`config.mk`:
```
export PLATFORM = sky130hd
export DESIGN_NAME = seg7_scan_mux_flat
export DESIGN_NICKNAME = d
export VERILOG_FILES = /design/src/rtl/seg7_pkg.sv /design/src/rtl/seg7_scan_mux_if.sv /design/src/rtl/seg7_hex_decode.sv /design/src/rtl/seg7_scan_mux.sv /design/src/flat_wrapper.sv
export SDC_FILE = /design/constraint.sdc
export NUM_CORES = 1
export LEC_CHECK = 0
export CAP_MARGIN = 0
export CORE_AREA = 2 2 131 133
export DETAILED_ROUTE_END_ITERATION = 12
export DIE_AREA = 0 0 133 135
export HOLD_SLACK_MARGIN = 0.05
export PLACE_DENSITY = 0.9
export SETUP_SLACK_MARGIN = 0.5
export SKIP_LAST_GASP = 1
export SYNTH_ARGS = -nofsm -noshare
export SYNTH_HDL_FRONTEND = slang
export SYNTH_SLANG_ARGS = --single-unit
```
`constraint.sdc`:
```
create_clock -name clk -period 3.25 [get_ports clk]
set_input_delay 0.325 -clock clk [delete_from_list [all_inputs] [get_ports clk]]
set_output_delay 0.325 -clock clk [all_outputs]
set_load 0.005 [all_outputs]
```
`src/rtl/seg7_pkg.sv`:
```
// Shared definitions for the seven-segment scan multiplexer: glyph table,
// blank pattern and digit-index sizing.
package seg7_pkg;

  // Segment bits are {g,f,e,d,c,b,a}, active-high.
  localparam logic [6:0] SEG_OFF = 7'h00;

  function automatic logic [6:0] hex2seg(input logic [3:0] nibble);
    logic [6:0] glyph;
    case (nibble)
      4'h0: glyph = 7'h3F;
      4'h1: glyph = 7'h06;
      4'h2: glyph = 7'h5B;
      4'h3: glyph = 7'h4F;
      4'h4: glyph = 7'h66;
      4'h5: glyph = 7'h6D;
      4'h6: glyph = 7'h7D;
      4'h7: glyph = 7'h07;
      4'h8: glyph = 7'h7F;
      4'h9: glyph = 7'h6F;
      4'hA: glyph = 7'h77;
      4'hB: glyph = 7'h7C;
      4'hC: glyph = 7'h39;
      4'hD: glyph = 7'h5E;
      4'hE: glyph = 7'h79;
      default: glyph = 7'h71;
    endcase
    return glyph;
  endfunction

  function automatic int idx_width(input int digits);
    return (digits > 1) ? $clog2(digits) : 1;
  endfunction

endpackage

```
`src/rtl/seg7_scan_mux_if.sv`:
```
// CPU write path into the display register.
interface seg7_scan_mux_if;
  logic        we;
  logic [31:0] wdata;

  modport master (output we, output wdata);
  modport slave  (input we, input wdata);
endinterface

```
`src/rtl/seg7_hex_decode.sv`:
```
// Nibble-to-glyph conversion with blanking and decimal-point merge.
module seg7_hex_decode
  import seg7_pkg::*;
(
  input  logic [3:0] nibble,
  input  logic       blank,
  input  logic       dp,
  output logic [7:0] seg
);

  always_comb begin
    seg = {dp, blank ? SEG_OFF : hex2seg(nibble)};
  end

endmodule

```
`src/rtl/seg7_scan_mux.sv`:
```
// Channel selector, CPU display register and multiplexed digit scanner with
// frame-synchronous capture, freeze and leading-zero blanking.
module seg7_scan_mux
  import seg7_pkg::*;
#(
  parameter int NUM_CH     = 8,
  parameter int DIGITS     = 8,
  parameter int SCAN_DIV   = 17,
  parameter int ACTIVE_LOW = 1,
  localparam int SEL_W     = (NUM_CH > 1) ? $clog2(NUM_CH) : 1,
  localparam int DATA_W    = 4 * DIGITS
) (
  input  logic                     clk,
  input  logic                     rst,
  seg7_scan_mux_if.slave           cpu,
  input  logic [SEL_W-1:0]         sel,
  input  logic [NUM_CH*DATA_W-1:0] ch_data,
  input  logic                     freeze,
  input  logic                     blank_lz,
  input  logic [DIGITS-1:0]        dp_mask,
  output logic [7:0]               seg_o,
  output logic [DIGITS-1:0]        an_o,
  output logic                     frame_o
);

  localparam int   IDX_W = idx_width(DIGITS);
  localparam logic POL   = (ACTIVE_LOW != 0);

  logic [DATA_W-1:0]   cpu_reg;
  logic [DATA_W-1:0]   disp_val_reg;
  logic [SCAN_DIV-1:0] pre_cnt_reg;
  logic [IDX_W-1:0]    idx_reg;
  logic                frame_reg;
  logic [7:0]          seg_reg;
  logic [DIGITS-1:0]   an_reg;

  logic [DATA_W-1:0]   src [NUM_CH];
  logic [DATA_W-1:0]   src_sel;
  logic [DIGITS-1:0]   lz_blank;
  logic                tick;
  logic                last;
  logic                boundary;
  logic [IDX_W-1:0]    idx_next;
  logic [3:0]          nibble;
  logic [7:0]          seg_raw;
  logic [7:0]          seg_next;
  logic [DIGITS-1:0]   an_next;

  // Slice 0 of the probe bus is replaced by the CPU register.
  assign src[0] = cpu_reg;
  generate
    for (genvar gi = 1; gi < NUM_CH; gi++) begin : g_src
      assign src[gi] = ch_data[gi*DATA_W +: DATA_W];
    end
  endgenerate

  // Selects beyond the last channel fall through to zero.
  always_comb begin
    src_sel = '0;
    for (int k = 0; k < NUM_CH; k++) begin
      if (int'(sel) == k) src_sel = src[k];
    end
  end

  generate
    for (genvar gi = 0; gi < DIGITS; gi++) begin : g_lz
      if (gi == 0) begin : g_first
        assign lz_blank[gi] = 1'b0;
      end else begin : g_upper
        assign lz_blank[gi] = blank_lz && (disp_val_reg[DATA_W-1:4*gi] == '0);
      end
    end
  endgenerate

  assign tick     = &pre_cnt_reg;
  assign last     = (idx_reg == IDX_W'(DIGITS - 1));
  assign boundary = tick && last;
  assign idx_next = last ? '0 : idx_reg + IDX_W'(1);
  assign nibble   = disp_val_reg[4*idx_reg +: 4];

  seg7_hex_decode u_dec (
    .nibble (nibble),
    .blank  (lz_blank[idx_reg]),
    .dp     (dp_mask[idx_reg]),
    .seg    (seg_raw)
  );

  assign seg_next = seg_raw ^ {8{POL}};
  assign an_next  = (DIGITS'(1) << idx_reg) ^ {DIGITS{POL}};

  // The capture samples cpu_reg before any write on the same edge lands.
  always_ff @(posedge clk) begin
    if (rst) begin
      cpu_reg      <= '0;
      disp_val_reg <= '0;
      pre_cnt_reg  <= '0;
      idx_reg      <= '0;
      frame_reg    <= 1'b0;
      seg_reg      <= {8{POL}};
      an_reg       <= {DIGITS{POL}};
    end else begin
      pre_cnt_reg <= pre_cnt_reg + SCAN_DIV'(1);
      if (cpu.we) cpu_reg <= cpu.wdata[DATA_W-1:0];
      if (tick) idx_reg <= idx_next;
      if (boundary && !freeze) disp_val_reg <= src_sel;
      frame_reg <= boundary && !freeze;
      seg_reg   <= seg_next;
      an_reg    <= an_next;
    end
  end

  assign seg_o   = seg_reg;
  assign an_o    = an_reg;
  assign frame_o = frame_reg;

  logic unused_ch0;
  assign unused_ch0 = ^ch_data[DATA_W-1:0];

  generate
    if (DATA_W < 32) begin : g_wdata_hi
      logic unused_wdata_hi;
      assign unused_wdata_hi = ^cpu.wdata[31:DATA_W];
    end
  endgenerate

endmodule

```
`src/flat_wrapper.sv`:
```
// flat-port wrapper written by rule: the top's interface ports become plain ports
module seg7_scan_mux_flat import seg7_pkg::*;
#(
  parameter int NUM_CH     = 8,
  parameter int DIGITS     = 8,
  parameter int SCAN_DIV   = 17,
  parameter int ACTIVE_LOW = 1,
  localparam int SEL_W     = (NUM_CH > 1) ? $clog2(NUM_CH) : 1,
  localparam int DATA_W    = 4 * DIGITS
)
  (clk, rst, sel, ch_data, freeze, blank_lz, dp_mask, seg_o, an_o, frame_o, cpu_we, cpu_wdata);
  seg7_scan_mux_if cpu_i ();
  input  logic clk;
  input  logic rst;
  input  logic [SEL_W-1:0] sel;
  input  logic [NUM_CH*DATA_W-1:0] ch_data;
  input  logic freeze;
  input  logic blank_lz;
  input  logic [DIGITS-1:0] dp_mask;
  output logic [7:0] seg_o;
  output logic [DIGITS-1:0] an_o;
  output logic frame_o;
  input wire logic [$bits(cpu_i.we)-1:0] cpu_we;
  input wire logic [$bits(cpu_i.wdata)-1:0] cpu_wdata;
  assign cpu_i.we = cpu_we;
  assign cpu_i.wdata = cpu_wdata;
  seg7_scan_mux #(.NUM_CH(NUM_CH), .DIGITS(DIGITS), .SCAN_DIV(SCAN_DIV), .ACTIVE_LOW(ACTIVE_LOW)) u_core (.clk(clk), .rst(rst), .cpu(cpu_i), .sel(sel), .ch_data(ch_data), .freeze(freeze), .blank_lz(blank_lz), .dp_mask(dp_mask), .seg_o(seg_o), .an_o(an_o), .frame_o(frame_o));
endmodule
```
After elaboration in Yosys (flattened, before gate mapping)
Memory sizes are Yosys's and may differ from the RTL's.
Index checks and enable logic that the tools add are counted.
{ "classes": {"n_addsub": 2, "n_lt_le_gt_ge": 1, "n_eq_ne": 8, "n_shift": 2, "n_mux": 14, "bitwise_logic": 2, "n_reduce_logical": 19} }
{ "op_table": {"columns": ["operator", "n"], "rows": [
  ["2-to-1 mux 32 bit", 8],
  ["indexed part select 32 x 6 -> 4 bit", 1],
  ["logical NOT 28 bit", 1],
  ["logical NOT 24 bit", 1],
  ["logical NOT 20 bit", 1],
  ["adder 17 x 1 -> 17 bit (second input constant)", 1],
  ["AND reduction 17 bit", 1],
  ["logical NOT 16 bit", 1],
  ["NOT 8 bit", 2],
  ["equality test 3 bit (second input constant)", 5],
  ["logical NOT 12 bit", 1],
  ["logical AND 1 bit", 9],
  ["logical NOT 8 bit", 1],
  ["left shift 1 x 3 -> 8 bit (first input constant)", 1],
  ["2-to-1 mux 7 bit", 1],
  ["binary-select mux 1 bit (select 3 bit)", 2],
  ["equality test 3 x 2 -> 1 bit (second input constant)", 2],
  ["logical NOT 4 bit", 1],
  ["< comparator 3 x 4 -> 1 bit (second input constant)", 1],
  ["adder 3 x 1 -> 3 bit (second input constant)", 1],
  ["equality test 3 x 1 -> 1 bit (second input constant)", 1],
  ["logical NOT 3 bit", 1],
  ["2-to-1 mux 3 bit", 1],
  ["2-to-1 mux 1 bit", 2],
  ["logical NOT 1 bit", 1]
]} }
{ "totals": {"register_bits": 101, "rom_bits": 112, "in_bits": 304, "output_inout_bits": 17, "elab_cells": 56, "n_memories": 1} }
{ "mem_list": {"columns": ["memory", "depth", "word_bits", "read_ports", "rd_clocked_by_memory_dff", "write_ports", "line_no", "rtl"], "rows": [
  ["(no name shown)", 16, 7, 1, 0, 0, "seg7_pkg.sv:10", "case (nibble)"]
]} }

Logic depth before layout (Yosys ltp)
{ "logic_depth": {"ltp_word": 9, "ltp_mapped": 11, "ltp_nobuf": 10} }

Cells and area by module
From an unflattened synthesis, not the netlist that was laid out.
{ "unflattened": {"hier_cells": 791, "hier_area_um2": 6653.9} }
{ "modules_own_cells": {"columns": ["module", "n_inst", "cells_each", "area_each_um2", "seq_area_each_um2"], "rows": [
  ["seg7_scan_mux", 1, 755, 6384.9, 2021.9],
  ["seg7_hex_decode", 1, 36, 269.0, 0.0]
]} }

Least setup slack after synthesis
Ideal clock, no wire load.
{ "synth_path": {"path_type": "flip-flop to flip-flop", "from": "register u_core.pre_cnt_reg[3]", "to": "register u_core.disp_val_reg[17]", "setup_time_ps": 96, "arrival_ps": 2569, "t_required_ps": 3154, "slack_ps": 585, "stages_incl_launch_ff": 10, "path_buffers": 2, "synth_period_minus_slack_ps": 2665, "path_cell_list": "dfxtp_1 > nand4_1 > nor4_1 > and4_1 > ha_1 > nand2_1 > or3_1 > clkbuf_1 > buf_2 > o41ai_2"} }
{ "synth_between": {"elab_chain_len": 3} }
{ "synth_lines": {"columns": ["element", "line_no", "rtl"], "rows": [
  ["start, declared", "seg7_scan_mux.sv:31", "logic [SCAN_DIV-1:0] pre_cnt_reg;"],
  ["start signal, assigned", "seg7_scan_mux.sv:102", "pre_cnt_reg <= pre_cnt_reg + SCAN_DIV'(1);"],
  ["AND reduction 17 bit", "seg7_scan_mux.sv:75", "assign tick = &pre_cnt_reg;"],
  ["logical AND 1 bit", "seg7_scan_mux.sv:77", "assign boundary = tick && last;"],
  ["logical AND 1 bit", "seg7_scan_mux.sv:105", "if (boundary && !freeze) disp_val_reg <= src_sel;"],
  ["end signal, assigned", "seg7_scan_mux.sv:105", null],
  ["end, declared", "seg7_scan_mux.sv:30", "logic [DATA_W-1:0] disp_val_reg;"]
]} }
No other way between the ends.
A chain may end at the register's enable or synchronous reset.

Worst setup path after layout
{ "layout_path": {"from": "register u_core.pre_cnt_reg[1]", "to": "register u_core.disp_val_reg[14]"} }
The elaborated chain is that of the path after synthesis.

==> metrics.txt <==
outcome finished, final reports clean; Slew @ Worst Pin 1.13 ns; Syn Area/Cell 8.39 um2; hold_buf cts 0; Worst Path Max Fanout 19; GR Util All Layers 27.7%; achievable clock frequency 382 MHz; CP arrival 2.86 ns; Hold WC Path Type flip-flop to flip-flop; initial antenna violation count 1; startpoint types flip-flop; Clock transition at path regs 0.07 ns; RSZ-0062 raised after global routing false; synthesized cell area slightly below 7000 um2; Die Span X 133 um; post-layout util 62.2%; # rows 47; largest net degree at the start of global routing 85; Yosys warning total 0; Syn Nets 1130; Crit path required time 3.49 ns; CTS H-tree depth 3; DP Wirelength between 15000 and 20000 um; vias in the first global route 7043; critical path type flip-flop to flip-flop; nets 1372; fraction of layout cells with a size suffix above 1 7.93%; worst skew pair latency 0.35 ns; Worst VDD drop 0.000253 V; TritonCTS buffer count 9; number of synthesized register bits between 100 and 150; Vias 7382; clk sinks ~100; Synth cell types 57; Post-route DRC 0; ys flop type dfxtp_1; GP Congestion 0.905; CTS tree yes; die footprint 18000 um2; Remaining Overflow, GRT 0; first-pass GRT wire length 38600 um; final hold vios 0; Rel. slew slack 24.7%; Pre-antenna DRT Iters 6; final worst path period need between 2 and 3 ns; Post-synth ARST share 0%; PortBufs 288; final setup margin between 0.6 and 0.7 ns; area growth from synthesis to layout 49.8%; # IOs between 300 and 400; CTS root buffer clkbuf_16; static leakage 3.93 nW; final clock skew 0.00768 ns; Post-Synthesis Cells a little over 800; Worst setup EP type flip-flop; max-slew violations 0; setup TNS 0 ns; Core ar. 16400 um2; Routed Wire Length about 26000 um; Max Root-Sink Buffers 2; Period Utilization, post-route 80.5%; Pwr Density 336 nW/um2; 1st-iter DRT viols just under 800; max cap viols 0; pre-CTS WS 0.337 ns; Initial Util between 40% and 50%; antenna viol nets, final 0; # setup viols final 0; Post-synth EDFFs 0; Routed wire per std cell 20.0 um; Via density 5.77; register area share after synthesis 29.7%; die height 135 um; Power Total 3.43 mW
synth_stat cells (5+ instances only):
library cell  instances  area share, %
nand2_1              71            3.9
a21o_1                9           0.99
or4_1                 5           0.55
a21oi_1              38            2.8
or3_1                 9           0.83
xor2_1                6           0.77
mux4_2               16            5.3
inv_1                24            1.3
o22ai_1              24            2.2
o41ai_1               9            1.2
nor2b_1               7           0.64
nand3_1               9           0.66
nor2_1              102            5.6
buf_2                24            1.8
nor3_1               21            1.5
a31oi_1              17            1.6
o2111ai_1             6           0.77
o22a_1                6           0.77
o221a_1              14            2.3
buf_4                 5           0.55
clkbuf_1             34            1.9
nand4b_1             17            2.2
nor3b_1              35            3.9
o21ai_1               7           0.51
mux2i_1              67            9.8
nand2b_1              8           0.73
o41ai_2               9            2.1
ha_1                 14            2.6
dfxtp_1             101             30
o21ai_0              22            1.6
a22o_1                5           0.64
buf_1                 6           0.33
o21a_1                6           0.66
path summary, 6_finish.rpt:
check,startpoint,end,slack (ns),depth (start not counted)
setup / recovery,u_core.pre_cnt_reg[1],u_core.disp_val_reg[14],0.63,9
hold / removal,u_core.disp_val_reg[0],u_core.disp_val_reg[0],0.46,2
setup reg to reg,u_core.pre_cnt_reg[1],u_core.disp_val_reg[14],0.63,9
hold reg to reg,u_core.disp_val_reg[0],u_core.disp_val_reg[0],0.46,2
cell usage in the layout, fill, tap and decap left out, drive strengths merged, types with 21 or more instances in the layout:
| master | synthesis | final |
|---|---|---|
| a21oi | 38 | 38 |
| buf | 39 | 21 |
| clkdlybuf4s50 | 0 | 283 |
| dfxtp | 101 | 101 |
| inv | 26 | 28 |
| mux2i | 68 | 68 |
| nand2 | 71 | 71 |
| nor2 | 102 | 102 |
| nor3 | 21 | 21 |
| nor3b | 35 | 35 |
| o21ai | 29 | 29 |
| o22ai | 24 | 24 |
timing repair:
item                       CTS  global route
pin swaps                    1             1
gates resized for setup      2            11
cloned                       0             0
setup endpoints to repair   27            29
buffers inserted             1             1
hold endpoints to repair     0             0
cells by family (layout without fill, tap and decap cells):
kind of cell	Yosys count	after routing	synth area share (%)
adder cells (fa/ha/maj)	14	14	2.57
AND/OR/NAND/NOR	300	300	22.0
other	0	1	0
XOR/XNOR	8	8	1.03
AO/OA/AOI/OAI	198	198	21.4
multiplexers	92	92	16.7
flip-flops	101	101	29.7
buffers and inverters	99	346	6.61
metrics by stage:
stage | instance area (um2) | hold slack, ns | cells
after floorplan | 6820 | 0.415 | 812
after global placement | 9760 | 0.437 | 1261
after detailed placement | 9760 | 0.447 | 1261
after CTS | 10100 | 0.461 | 1278
after global routing | 10200 | 0.479 | 1280
final | 10200 | 0.462 | 1280
area by class of cell:
class | instances | area [um2]
fillers | 1355 | 6200
multi-input cells | 612 | 4400
repair buffers | 304 | 3040
flip-flops and latches | 101 | 2020
well taps | 220 | 275
clock buffers | 9 | 225
clock inverters | 7 | 145
inverters | 26 | 97.6
diodes | 1 | 2.50
routing by layer:
metal  vias to the layer above  share of wire (%)  wire length (um)  track usage [%]
li1                       3472                  -                 -                -
met1                      3431                 40             10300             33.7
met2                       418                 47             12100             47.6
met3                        61                9.5              2440             7.32
met4                         0                3.1               786             9.44
met5                         -                  0                 0                0
worst max-delay path, cell delays in order, from the launching register on:
cell and delay, ns:
dfxtp_1 0.38, ha_4 0.19, nand3_2 0.12, nor4_4 0.35
and4_1 0.24, ha_2 0.24, nand2_1 0.09, or3_1 0.33
buf_6 0.20, o41ai_1 0.36
where the power goes:
group          leakage (nW)  switching [mW]  total [mW]  internal, mW
clock                 0.182           0.506        1.34         0.838
combinational          2.93           0.321       0.791         0.470
sequential            0.824          0.0227        1.29          1.27
total                  3.93           0.850        3.43          2.58
Note: power is estimated with default switching activity, not from simulation.
